**config.mk**
```make
export PLATFORM = sky130hd
export DESIGN_NAME = yc_burst_timing
export DESIGN_NICKNAME = d
export VERILOG_FILES = /design/src/rtl/yc_pkg.sv /design/src/rtl/yc_burst_timing_phase_acc.sv /design/src/rtl/yc_burst_timing.sv
export SDC_FILE = /design/constraint.sdc
export NUM_CORES = 1
export LEC_CHECK = 0
export ABC_AREA = 1
export BUFFER_PORTS_ARGS = -buffer_cell sky130_fd_sc_hd__buf_2
export CAP_MARGIN = 20
export CORE_ASPECT_RATIO = 1.75
export CORE_UTILIZATION = 40
export DETAILED_ROUTE_END_ITERATION = 8
export GPL_ROUTABILITY_DRIVEN = 0
export PLACE_DENSITY = 0.56
export SYNTH_ARGS = -nofsm -noshare
export SYNTH_HDL_FRONTEND = slang
export SYNTH_SLANG_ARGS = --single-unit
```
**constraint.sdc**
```tcl
create_clock -name clk -period 9 [get_ports clk]
set_input_delay 1.35 -clock clk [delete_from_list [all_inputs] [get_ports clk]]
set_output_delay 1.35 -clock clk [all_outputs]
set_load 0.01 [all_outputs]
```
**src/rtl/yc_pkg.sv**
```systemverilog
// Shared types and constants for the Y/C encoder burst timing stage.
package yc_pkg;

    typedef enum logic [1:0] {
        IDLE  = 2'd0,
        COUNT = 2'd1,
        BURST = 2'd2,
        HOLD  = 2'd3
    } yc_state_e;

    localparam int BURST_RANGE_W = 27;

    typedef struct packed {
        logic [6:0] start;
        logic [9:0] ntsc_end;
        logic [9:0] pal_end;
    } burst_range_t;

    localparam logic [7:0] DEF_NTSC_BURST_OFS  = 8'd128;
    localparam logic [7:0] DEF_PAL_BURST_OFS_A = 8'd96;
    localparam logic [7:0] DEF_PAL_BURST_OFS_B = 8'd160;
    localparam logic [9:0] CNT_MAX             = 10'd1023;

endpackage

```
**src/rtl/yc_burst_timing_phase_acc.sv**
```systemverilog
// Free-running subcarrier phase accumulator with a latched increment.
// phase is taken straight from the accumulator register's MSBs.
module yc_phase_acc #(
    parameter int ACC_W = 40,
    parameter int PH_W  = 8
) (
    input  logic             clk,
    input  logic             reset,
    input  logic             load,
    input  logic [ACC_W-1:0] inc,
    output logic [PH_W-1:0]  phase
);

    logic [ACC_W-1:0] inc_q;
    logic [ACC_W-1:0] acc_q;

    // Increment latch and wrapping accumulator.
    always_ff @(posedge clk or posedge reset) begin
        if (reset) begin
            inc_q <= '0;
            acc_q <= '0;
        end else begin
            if (load) begin
                inc_q <= inc;
            end
            acc_q <= acc_q + inc_q;
        end
    end

    assign phase = acc_q[ACC_W-1 -: PH_W];

endmodule

```
**src/rtl/yc_burst_timing.sv**
```systemverilog
// Subcarrier phase, per-line colorburst gate and burst angle for the Y/C encoder.
// Line parameters are sampled on the hsync leading edge and held for the whole line.
module yc_burst_timing
    import yc_pkg::*;
#(
    parameter int              ACC_W           = 40,
    parameter int              PH_W            = 8,
    parameter logic [PH_W-1:0] NTSC_BURST_OFS  = PH_W'(DEF_NTSC_BURST_OFS),
    parameter logic [PH_W-1:0] PAL_BURST_OFS_A = PH_W'(DEF_PAL_BURST_OFS_A),
    parameter logic [PH_W-1:0] PAL_BURST_OFS_B = PH_W'(DEF_PAL_BURST_OFS_B)
) (
    input  logic                     clk,
    input  logic                     reset,
    input  logic [ACC_W-1:0]         phase_inc,
    input  logic [BURST_RANGE_W-1:0] burst_range,
    input  logic                     pal,
    input  logic                     hsync,
    input  logic                     vsync,
    output logic [PH_W-1:0]          carrier_phase,
    output logic [PH_W-1:0]          burst_phase,
    output logic                     burst,
    output logic                     pal_line
);

    yc_state_e       state_q, state_d;
    logic [9:0]      cnt_q, cnt_d, cnt_inc_s;
    logic            hs_q, vs_q, first_q;
    logic            pal_l_q, pal_l_d;
    logic            pal_line_q, pal_line_d;
    burst_range_t    range_q, range_d;
    logic [PH_W-1:0] carrier_q, bphase_q, acc_phase_s, ofs_s;
    logic            lead_s, trail_s, vs_lead_s, degen_s;
    logic [9:0]      start_s, end_s;

    yc_phase_acc #(.ACC_W(ACC_W), .PH_W(PH_W)) u_phase_acc (
        .clk   (clk),
        .reset (reset),
        .load  (lead_s | first_q),
        .inc   (phase_inc),
        .phase (acc_phase_s)
    );

    assign lead_s    = hsync & ~hs_q;
    assign trail_s   = ~hsync & hs_q;
    assign vs_lead_s = vsync & ~vs_q;
    assign start_s   = {3'd0, range_q.start};
    assign end_s     = pal_l_q ? range_q.pal_end : range_q.ntsc_end;
    assign degen_s   = (end_s <= start_s);
    assign cnt_inc_s = (cnt_q == CNT_MAX) ? cnt_q : cnt_q + 10'd1;

    // Line FSM: wait for trailing edge, count to start, gate burst until end.
    always_comb begin
        state_d = state_q;
        cnt_d   = cnt_q;
        case (state_q)
            IDLE: begin
                if (trail_s) begin
                    cnt_d = 10'd0;
                    if (start_s == 10'd0) begin
                        state_d = degen_s ? HOLD : BURST;
                    end else begin
                        state_d = COUNT;
                    end
                end else begin
                    state_d = IDLE;
                end
            end
            COUNT: begin
                cnt_d = cnt_inc_s;
                if (cnt_q == CNT_MAX) begin
                    state_d = HOLD;
                end else if (cnt_inc_s == start_s) begin
                    state_d = degen_s ? HOLD : BURST;
                end else begin
                    state_d = COUNT;
                end
            end
            BURST: begin
                cnt_d = cnt_inc_s;
                if ((cnt_q == CNT_MAX) || (cnt_inc_s == end_s)) begin
                    state_d = HOLD;
                end else begin
                    state_d = BURST;
                end
            end
            HOLD: begin
                state_d = HOLD;
            end
            default: begin
                state_d = IDLE;
            end
        endcase
        // A new line always restarts the sequence, whatever the FSM was doing.
        if (lead_s) begin
            state_d = IDLE;
        end else begin
            state_d = state_d;
        end
    end

    // Line parameter latch and PAL V-switch next state.
    always_comb begin
        pal_l_d    = lead_s ? pal : pal_l_q;
        range_d    = lead_s ? burst_range_t'(burst_range) : range_q;
        if (vs_lead_s || !pal_l_q) begin
            pal_line_d = 1'b0;
        end else if (lead_s) begin
            pal_line_d = pal ? ~pal_line_q : 1'b0;
        end else begin
            pal_line_d = pal_line_q;
        end
        if (pal_l_q) begin
            ofs_s = pal_line_q ? PAL_BURST_OFS_B : PAL_BURST_OFS_A;
        end else begin
            ofs_s = NTSC_BURST_OFS;
        end
    end

    // State, edge-detect and output registers.
    always_ff @(posedge clk or posedge reset) begin
        if (reset) begin
            state_q    <= IDLE;
            cnt_q      <= 10'd0;
            hs_q       <= 1'b0;
            vs_q       <= 1'b0;
            first_q    <= 1'b1;
            pal_l_q    <= 1'b0;
            range_q    <= '0;
            pal_line_q <= 1'b0;
            carrier_q  <= '0;
            bphase_q   <= NTSC_BURST_OFS;
        end else begin
            state_q    <= state_d;
            cnt_q      <= cnt_d;
            hs_q       <= hsync;
            vs_q       <= vsync;
            first_q    <= 1'b0;
            pal_l_q    <= pal_l_d;
            range_q    <= range_d;
            pal_line_q <= pal_line_d;
            carrier_q  <= acc_phase_s;
            bphase_q   <= acc_phase_s + ofs_s;
        end
    end

    assign carrier_phase = carrier_q;
    assign burst_phase   = bphase_q;
    assign burst         = (state_q == BURST) & ~vs_q;
    assign pal_line      = pal_line_q;

endmodule

```
---- Word level (Yosys, flattened, before mapping) ----
Index checks and enable logic that the tools add are counted.
word-level totals
  flip-flop bits (word level) ............. 140
  input port bits ......................... 72
  output and inout bits ................... 18
  logic and storage cells ................. 60
cells by class
  add/subtract/negate cells ............... 3
  order comparisons ....................... 1
  equality and inequality tests ........... 7
  mux-type cells .......................... 17
  bitwise operators ....................... 9
  reductions and logical operators ........ 9
operators by type and width
  kind                                                              number
  40-bit adder                                                      1
  10-bit two-way mux                                                3
  10-bit case mux with 2 select lines                               1
  8-bit two-way mux                                                 2
  10-bit by 1-bit adder with 10-bit output (second input constant)  1
  10-bit == test                                                    1
  10-bit == test (second input constant)                            1
  10-bit by 7-bit == test with 1-bit output                         1
  10-bit by 7-bit <= comparator with 1-bit output                   1
  10-bit logical NOT                                                1
  2-bit two-way mux                                                 5
  8-bit adder                                                       1
  2-bit case mux with 4 select lines                                1
  1-bit two-way mux                                                 5
  1-bit AND                                                         4
  2-bit == test (second input constant)                             2
  1-bit inverter                                                    4
  2-bit nonzero test                                                2
  2-bit by 1-bit == test with 1-bit output (second input constant)  1
  2-bit logical NOT                                                 1
  1-bit logical OR                                                  2
  2-bit inequality test (second input constant)                     1
  2-bit AND reduction                                               1
  2-bit OR reduction                                                1
  2 further kinds                                                   2

---- Longest topological paths before layout ----
Gate-level depths: netlist (run 1).
  depth after elaboration ................. 7
  gate-level depth with buffers ........... 16
  mapped depth without buffers ............ 16

---- Modules after synthesis ----
A second synthesis (run 1) with hierarchy kept.
second synthesis, totals
  cells, all modules ...................... 1139
  area, all modules ....................... 8567.0 um^2
by module, submodules not included
  module           times used  cells each  area each (um^2)  seq. area each (um^2)
  yc_phase_acc     1           738         5476.5            2001.9
  yc_burst_timing  1           401         3090.5            1378.8

---- Worst setup path after synthesis (run 1) ----
No wires, ideal clock.
  path kind ............................... in2reg
  from .................................... in hsync
  to ...................................... reg u_phase_acc.inc_q[0]
  library setup time ...................... 0.125 ns
  arrival ................................. 2.356 ns
  required time ........................... 8.875 ns
  setup slack ............................. 6.519 ns
  cell stages on the path ................. 6
  path buffers ............................ 2
  cell sequence ........................... inv_1 > nor2_1 > or2_2 > clkbuf_1 > buf_2 > mux2_2
between the ends
  longest elaborated chain between the ends .. 2
ends and longest elaborated chain
  item                  RTL line                         source
  start, declared       yc_burst_timing.sv:17            input logic hsync,
  1-bit AND             yc_burst_timing.sv:43            assign lead_s = hsync & ~hs_q;
  1-bit OR              yc_burst_timing.sv:38            .load (lead_s | first_q),
  end signal, assigned  yc_burst_timing_phase_acc.sv:24  inc_q <= inc;
  end, declared         yc_burst_timing_phase_acc.sv:14  logic [ACC_W-1:0] inc_q;
Every way passes these cells.
A chain may end at the register's enable or synchronous reset.

---- Final worst setup path (run 1) ----
  from .................................... reg state_q[0]
  to ...................................... out burst
between the ends
  longest elaborated chain between the ends .. 2
ends and longest elaborated chain
  item                    RTL line                source
  start, declared         yc_burst_timing.sv:25   yc_state_e state_q, state_d;
  start signal, assigned  yc_burst_timing.sv:133  state_q <= state_d;
  2-bit == test           yc_burst_timing.sv:148  assign burst = (state_q == BURST) & ~vs_q;
  1-bit AND               yc_burst_timing.sv:148
  end, declared           yc_burst_timing.sv:21   output logic burst,
Every way passes these cells.

==> results by group, run 1 <==
Outcome
  • Status: finished, final reports clean

Yosys
  • #FFs+latches synth: 135
  • Cell taking the most area after synthesis: dfrtp_1
  • Post-synth EDFFs: 0
  • Synth async-reset ratio: 100%
  • Most numerous cell in the Yosys netlist: nand2_1
  • Main synth FF type: dfrtp_1
  • Sequential area share after synthesis: a little over two fifths
  • Synthesized area per cell: roughly 8.4 µm²
  • Mapped Nets: 1089
  • Largest cells by area after synthesis: dfrtp_1, nand2_1, ha_1
  • Synthesis Warnings: 0
  • Top cell type's share of synthesized area: 41.2%
  • Synthesized area: ~8100 µm²
  • Post-synth top cells: nand2_1, dfrtp_1, inv_1, nor2_1, ha_1
  • Post-Syn Instances: roughly 960
  • Synth unique cells: 49

Pwr
  • PD cells: about 320 nW/µm²
  • P_leak: 4.70 nW
  • VDD IR max: slightly above 0.0002 V

Setup path
  • Critical Path Fanout Max: 3
  • Setup CP Type: flop to output pin
  • Worst EP required: 7.65 ns
  • CP Launch Type: flop
  • Worst Path Arrival: roughly 1.4 ns
  • Worst reg-to-reg path cell count: 13
  • R2R setup slack: between 6 and 7 ns
  • Critical Path Sink Type: output pin
  • Reg-to-reg critical path endpoint: u_phase_acc.acc_q[38]
  • Reg2reg start: u_phase_acc.inc_q[0]

Timing
  • Max Transition Viols Final: 0
  • WHS: 0.390 ns
  • Worst Skew: approximately 0.0070 ns
  • Final Hold Fails: 0
  • Fin crit period: 2.72 ns
  • Endpoints failing setup: 0
  • Crit share post-route: a little under a third
  • Setup TNS: 0 ns
  • Fmax: 0.367 GHz
  • Max-slew headroom: around 34%
  • Slew @ Worst Pin: around 1.0 ns
  • Unrepaired setup endpoints after global routing: false

Finish
  • Share of layout cells above drive strength 1: a little under a fifth
  • Post-route cell area: roughly 9400 µm²
  • Fin util: a little under half
  • Filler cell count: around 2000
  • Area grow syn2layout: 16.1%
  • Antenna fix cells: 0
  • Nets: ~1200

CTS
  • Clock slew at the register clock pins of the worst setup and hold paths: roughly 0.06 ns
  • TritonCTS clock tree: done
  • Resized cells post-CTS: 0
  • Hold buffers post-CTS: 0
  • Clock Path Buffers: 2
  • Clk sinks: about 140
  • Post-CTS setup buffer count: 0
  • CTS root buffer: clkbuf_16
  • Clk Latency, worst-skew pair: roughly 0.43 ns
  • H-tree Lvls: 4
  • CTS Buf Count: 17

Detailed routing
  • # DRC: 0
  • Vias post-DR: between 6000 and 7000
  • WL final: about 20000 µm
  • DR vias/cell: about 5
  • Drt wl/cell: 15.6 µm
  • Post-route ant nets: 0
  • DRT iter0 DRCs: between 200 and 300
  • Pre-antenna DRT Iters: 4

Floorplanning
  • Core Area: between 15000 and 20000 µm²
  • Number of top-level pins: 90
  • Cell row count: 68
  • Die width: 109 µm
  • Initial Util: around two fifths
  • Chip Height: approximately 190 µm
  • Die ar.: 20800 µm²

Place
  • Placed instance area: around 9000 µm²
  • Final HPWL DP: approximately 16000 µm
  • Port Buffers: 89

Hold path
  • Hold Startpoint: u_phase_acc.acc_q[34]
  • Hold Path Depth: 0
  • Hold Path End: burst_phase[2]
  • Worst hold path type: flop to flop

Global routing
  • Initial antenna violation count: 0
  • Total Routing Usage GR: 21.7%
  • Pin count of the biggest net entering global routing: ~70
  • Total global routing overflow: 0
  • Number of global-route vias before repair: about 6900
  • First-pass GRT wire length: 33600 µm

Flow run
  • MaxCap Viol Count: 0
## state kept, by name, summed over array words and instances, names as in the netlist
| signal | flops |
|---|---|
| range_q | 27 |
| pal_line | 1 |
| u_phase_acc.inc_q | 40 |
| burst_phase | 8 |
| pal_l_q | 1 |
| cnt_q | 10 |
| u_phase_acc.acc_q | 40 |
| carrier_phase | 3 |
| first_q | 1 |
| state_q | 2 |
| hs_q | 1 |
| vs_q | 1 |
## how the worst max path moves through the flow
stage	from	end
6_report	state_q[0]	burst
5_1_grt	u_phase_acc.inc_q[0]	u_phase_acc.acc_q[38]
4_1_cts	state_q[0]	burst
3_5_place_dp	hsync	u_phase_acc.inc_q[3]
3_3_place_gp	hsync	u_phase_acc.inc_q[19]
2_1_floorplan	reset	burst_phase[0]
## area by class of cell
cell class              count  area, µm²  area share [%]
well taps                 245        307            3.27
repair buffers             92        465            4.96
inverters                 128        485            5.17
clock inverters            12        178            1.89
flip-flops and latches    135       3380            36.0
clock buffers              20        447            4.76
multi-input cells         680       4120            43.9
## report_power, final
group,total (mW),internal [mW],switching [mW]
logic,1.40,0.519,0.878
registers,0.880,0.789,0.0913
clock network,0.740,0.471,0.269
## through the flow
step           std cells  setup slack [ns]  power [mW]
2_1_floorplan        962              4.04        1.91
3_3_place_gp        1279              6.01        2.28
3_5_place_dp        1280              5.98        2.29
4_1_cts             1312              6.26        3.06
5_1_grt             1312              6.10        3.27
6_report            1312              6.28        3.02
## logic make-up (layout without fill, tap and decap cells)
kind of cell	count (synthesis)	in the layout	share of synthesized area, %
compound gates	157	157	11.2
mux	40	40	5.58
xor+xnor	48	48	5.30
other cells	1	1	0.0464
simple gates	379	379	20.1
buf+inv	147	252	7.19
flops	135	135	41.9
fa+ha+maj	55	55	8.71
## per-layer routing
metal	up-vias	track usage, %	part of all wire (%)
met5	-	0	0
li1	3317	-	-
met3	46	3.94	2.4
met2	105	42.8	58
met4	0	11.1	4.3
met1	3062	20.2	35
## cell usage in the layout (no fill, tap or decap), types with 35 or more instances in the layout
master,synthesis,final
nor2_1,70,69
mux2_2,40,40
buf_2,5,90
a21oi_1,51,51
dfrtp_1,133,133
nand2_1,229,229
inv_1,120,119
o21ai_0,52,52
nand3_1,36,36
xor2_1,35,35
ha_1,53,53
## critical path, cell delays in order (launching register included)
cell	delay, ns
dfrtp_1	0.41
inv_1	0.12
ha_1	0.15
inv_1	0.05
nor2_1	0.08
buf_2	0.14
Note: power is estimated with default switching activity, not from simulation.
==> run 2: changes to the inputs <==
--- a/config.mk
+++ b/config.mk
@@ -12,7 +12,7 @@
 export CORE_UTILIZATION = 40
 export DETAILED_ROUTE_END_ITERATION = 8
 export GPL_ROUTABILITY_DRIVEN = 0
-export PLACE_DENSITY = 0.56
+export PLACE_DENSITY = 0.58
 export SYNTH_ARGS = -nofsm -noshare
 export SYNTH_HDL_FRONTEND = slang
 export SYNTH_SLANG_ARGS = --single-unit
==> constraint.sdc (replaced) <==
create_clock -name clk -period 2.5 [get_ports clk]
set_input_delay 0.375 -clock clk [delete_from_list [all_inputs] [get_ports clk]]
set_output_delay 0.375 -clock clk [all_outputs]
set_load 0.01 [all_outputs]
==> results by group, run 2 (synthesis results as in run 1) <==
Outcome
  • Status: finished, final reports clean

Finish
  • Final Non-Filler Cells: 1325 (+0.99%)
  • Biggest regs: u_phase_acc.acc_q: 40 flops, u_phase_acc.inc_q: 40 flops, range_q: 27 flops
  • Area grow syn2layout: 16.7%
  • Nets: 1193 (+1.0%)
  • Post-route cell area: 9430 µm² (+0.52%)
  • Commonest non-fill, non-tap cell in the layout: nand2_1
  • Fin util: 47.8% (+0.25 points)
  • Share of layout cells above drive strength 1: 19.2% (+1.1 points)
  • Most frequent cells in the layout: nand2_1, dfrtp_1, inv_1

Floorplanning
  • Initial Util: 40.9% (unchanged)
  • Core Area: 19700 µm² (unchanged)
  • Die ar.: 20800 µm² (unchanged)
  • Chip Height: 190 µm (unchanged)
  • Cell row count: 68 (unchanged)
  • Number of top-level pins: 90 (unchanged)
  • Die width: 109 µm (unchanged)

Pwr
  • P_leak: 4.71 nW (+0.30%)
  • Sequential share of power: 29.5% (+0.3 points)
  • Logic gate share of total power: 48.7% (+2.4 points)
  • Switching portion of total power: 41.8% (+0.71 points)
  • Tot Pwr: 10.7 mW (+260%)
  • Int Pwr: 6.25 mW (+250%)
  • PD cells: 1140 nW/µm² (+250%)
  • Clock share of power: 21.8% (-2.7 points)
  • VDD IR max: 0.000587 V (+190%)
  • Switching Power: 4.48 mW (+260%)

Timing
  • Endpoints failing setup: 0 (unchanged)
  • Max Transition Viols Final: 0 (unchanged)
  • Final worst setup slack: 0.103 ns (-6.17 ns)
  • Max-slew headroom: 34.8% (+1.1 points)
  • WHS: 0.0664 ns (-0.323 ns)
  • Fin crit period: around 2.4 ns
  • Fmax: approximately 0.42 GHz
  • Final Hold Fails: 0 (unchanged)
  • Slew @ Worst Pin: 0.978 ns (-0.0172 ns)
  • Worst Skew: 0.00628 ns (-0.000704 ns)
  • Setup TNS: 0 ns (unchanged)
  • Crit share post-route: a little over nine tenths

Detailed routing
  • Drt wl/cell: 15.9 µm (+1.9%)
  • DR vias/cell: 5.02 (+0.82%)
  • # DRC: 0 (unchanged)
  • Pre-antenna DRT Iters: 4 (unchanged)
  • Vias post-DR: 6649 (+1.8%)
  • WL final: 21000 µm (+2.9%)
  • Post-route ant nets: 0 (unchanged)
  • DRT iter0 DRCs: 272 (+3.8%)

Place
  • Port Buffers: 89 (unchanged)
  • Dpl cells: 1292 (+0.94%)
  • Dpl ws: 0.0821 ns (-5.90 ns)
  • Placed instance area: 8860 µm² (+1.2%)
  • Final HPWL DP: 17000 µm (+3.3%)

CTS
  • CTS root buffer: clkbuf_16
  • Hold buffers post-CTS: 0 (unchanged)
  • Clock slew at the register clock pins of the worst setup and hold paths: 0.05 ns (about the same)
  • Clk Latency, worst-skew pair: 0.42 ns (about the same)
  • Post-CTS setup buffer count: 0 (unchanged)
  • TritonCTS clock tree: done
  • CTS Buf Count: 17 (unchanged)
  • H-tree Lvls: 4 (unchanged)
  • Clk sinks: 135 (unchanged)
  • Clock Path Buffers: 2 (unchanged)

Global routing
  • Total global routing overflow: 0 (unchanged)
  • Total Routing Usage GR: 21.8% (+0.12 points)
  • Number of global-route vias before repair: 6903 (unchanged)
  • First-pass GRT wire length: 33600 µm (+0.16%)
  • Initial antenna violation count: 1 (+1)
  • Pin count of the biggest net entering global routing: 103 (+49%)

Setup path
  • CP Launch Type: flop
  • Worst Path Arrival: 2.68 ns (+1.31 ns)
  • Setup CP Type: flop to flop
  • Critical Path Fanout Max: 3 (unchanged)
  • Worst EP required: 2.79 ns (-4.86 ns)
  • Critical Path Sink Type: flop

Flow run
  • MaxCap Viol Count: 0 (unchanged)

Hold path
  • Worst hold path type: input pin to asynchronous set/reset pin
-- run 2: cell count changes in the layout (fill, tap and decap cells not counted), moves of 2 or more --
cell / delta
a21oi_1: -2
a21oi_2: +2
buf_4: +12
bufinv_16: -3
clkbuf_1: +3
clkinv_4: -3
clkinvlp_4: +3
-- run 2: power by group through the flow --
stage	Clock [mW]	Combinational, mW	Sequential [mW]
4_1_cts	2.40	5.25	3.19
6_report	2.34	5.23	3.17
2_1_floorplan	0	3.75	3.14
3_5_place_dp	0	5.21	3.22
3_3_place_gp	0	5.17	3.20
5_1_grt	2.50	5.91	3.25
-- run 2: worst paths after layout --
path / from / endpoint / slack (ns) / depth (start not counted)
worst max-delay path: u_phase_acc.acc_q[0] / u_phase_acc.acc_q[22] / 0.10 / 12
worst min-delay path: reset / u_phase_acc.inc_q[28] / 0.07 / 3
worst max register to register: u_phase_acc.acc_q[0] / u_phase_acc.acc_q[22] / 0.10 / 12
worst min register to register: u_phase_acc.acc_q[34] / burst_phase[2] / 0.38 / 0
max in group asynchronous: reset / u_phase_acc.inc_q[21] / 1.93 / 3
min in group clk: vsync / vs_q / 0.09 / 1
-- run 2: per-layer routing --
layer	vias to the layer above	part of all wire, %	routed length, µm	GRT usage, %
met5	-	0	0	0
met4	0	6.0	1260	14.3
met3	70	3.5	739	5.10
met2	135	57	11900	42.0
met1	3097	34	7110	19.2
li1	3347	-	-	-
-- run 2: timing repair --
item / CTS / global route
endpoints found under the setup margin: 0 / 6
endpoints found under the hold margin: 0 / 0
gates resized for setup: 0 / 6
-- run 2: worst max-delay path: stages (launching register included) --
cell	delay, ns
dfrtp_1	0.37
ha_1	0.24
fa_1	0.41
nand3_1	0.08
nand3_1	0.11
nand2_1	0.08
nand2_1	0.10
a21oi_2	0.17
buf_4	0.16
inv_1	0.05
a21oi_1	0.14
o21ai_0	0.16
xor2_1	0.18
-- run 2: area by class of cell --
| class | count | area (µm²) |
|---|---|---|
| Tap cell | 245 | 307 |
| Clock inverter | 8 | 76.3 |
| Clock buffer | 24 | 472 |
| Inverter | 128 | 484 |
| Sequential cell | 135 | 3380 |
| Timing Repair Buffer | 104 | 571 |
| Fill cell | 1968 | 10300 |
| Multi-Input combinational cell | 680 | 4140 |
| Antenna cell | 1 | 2.50 |
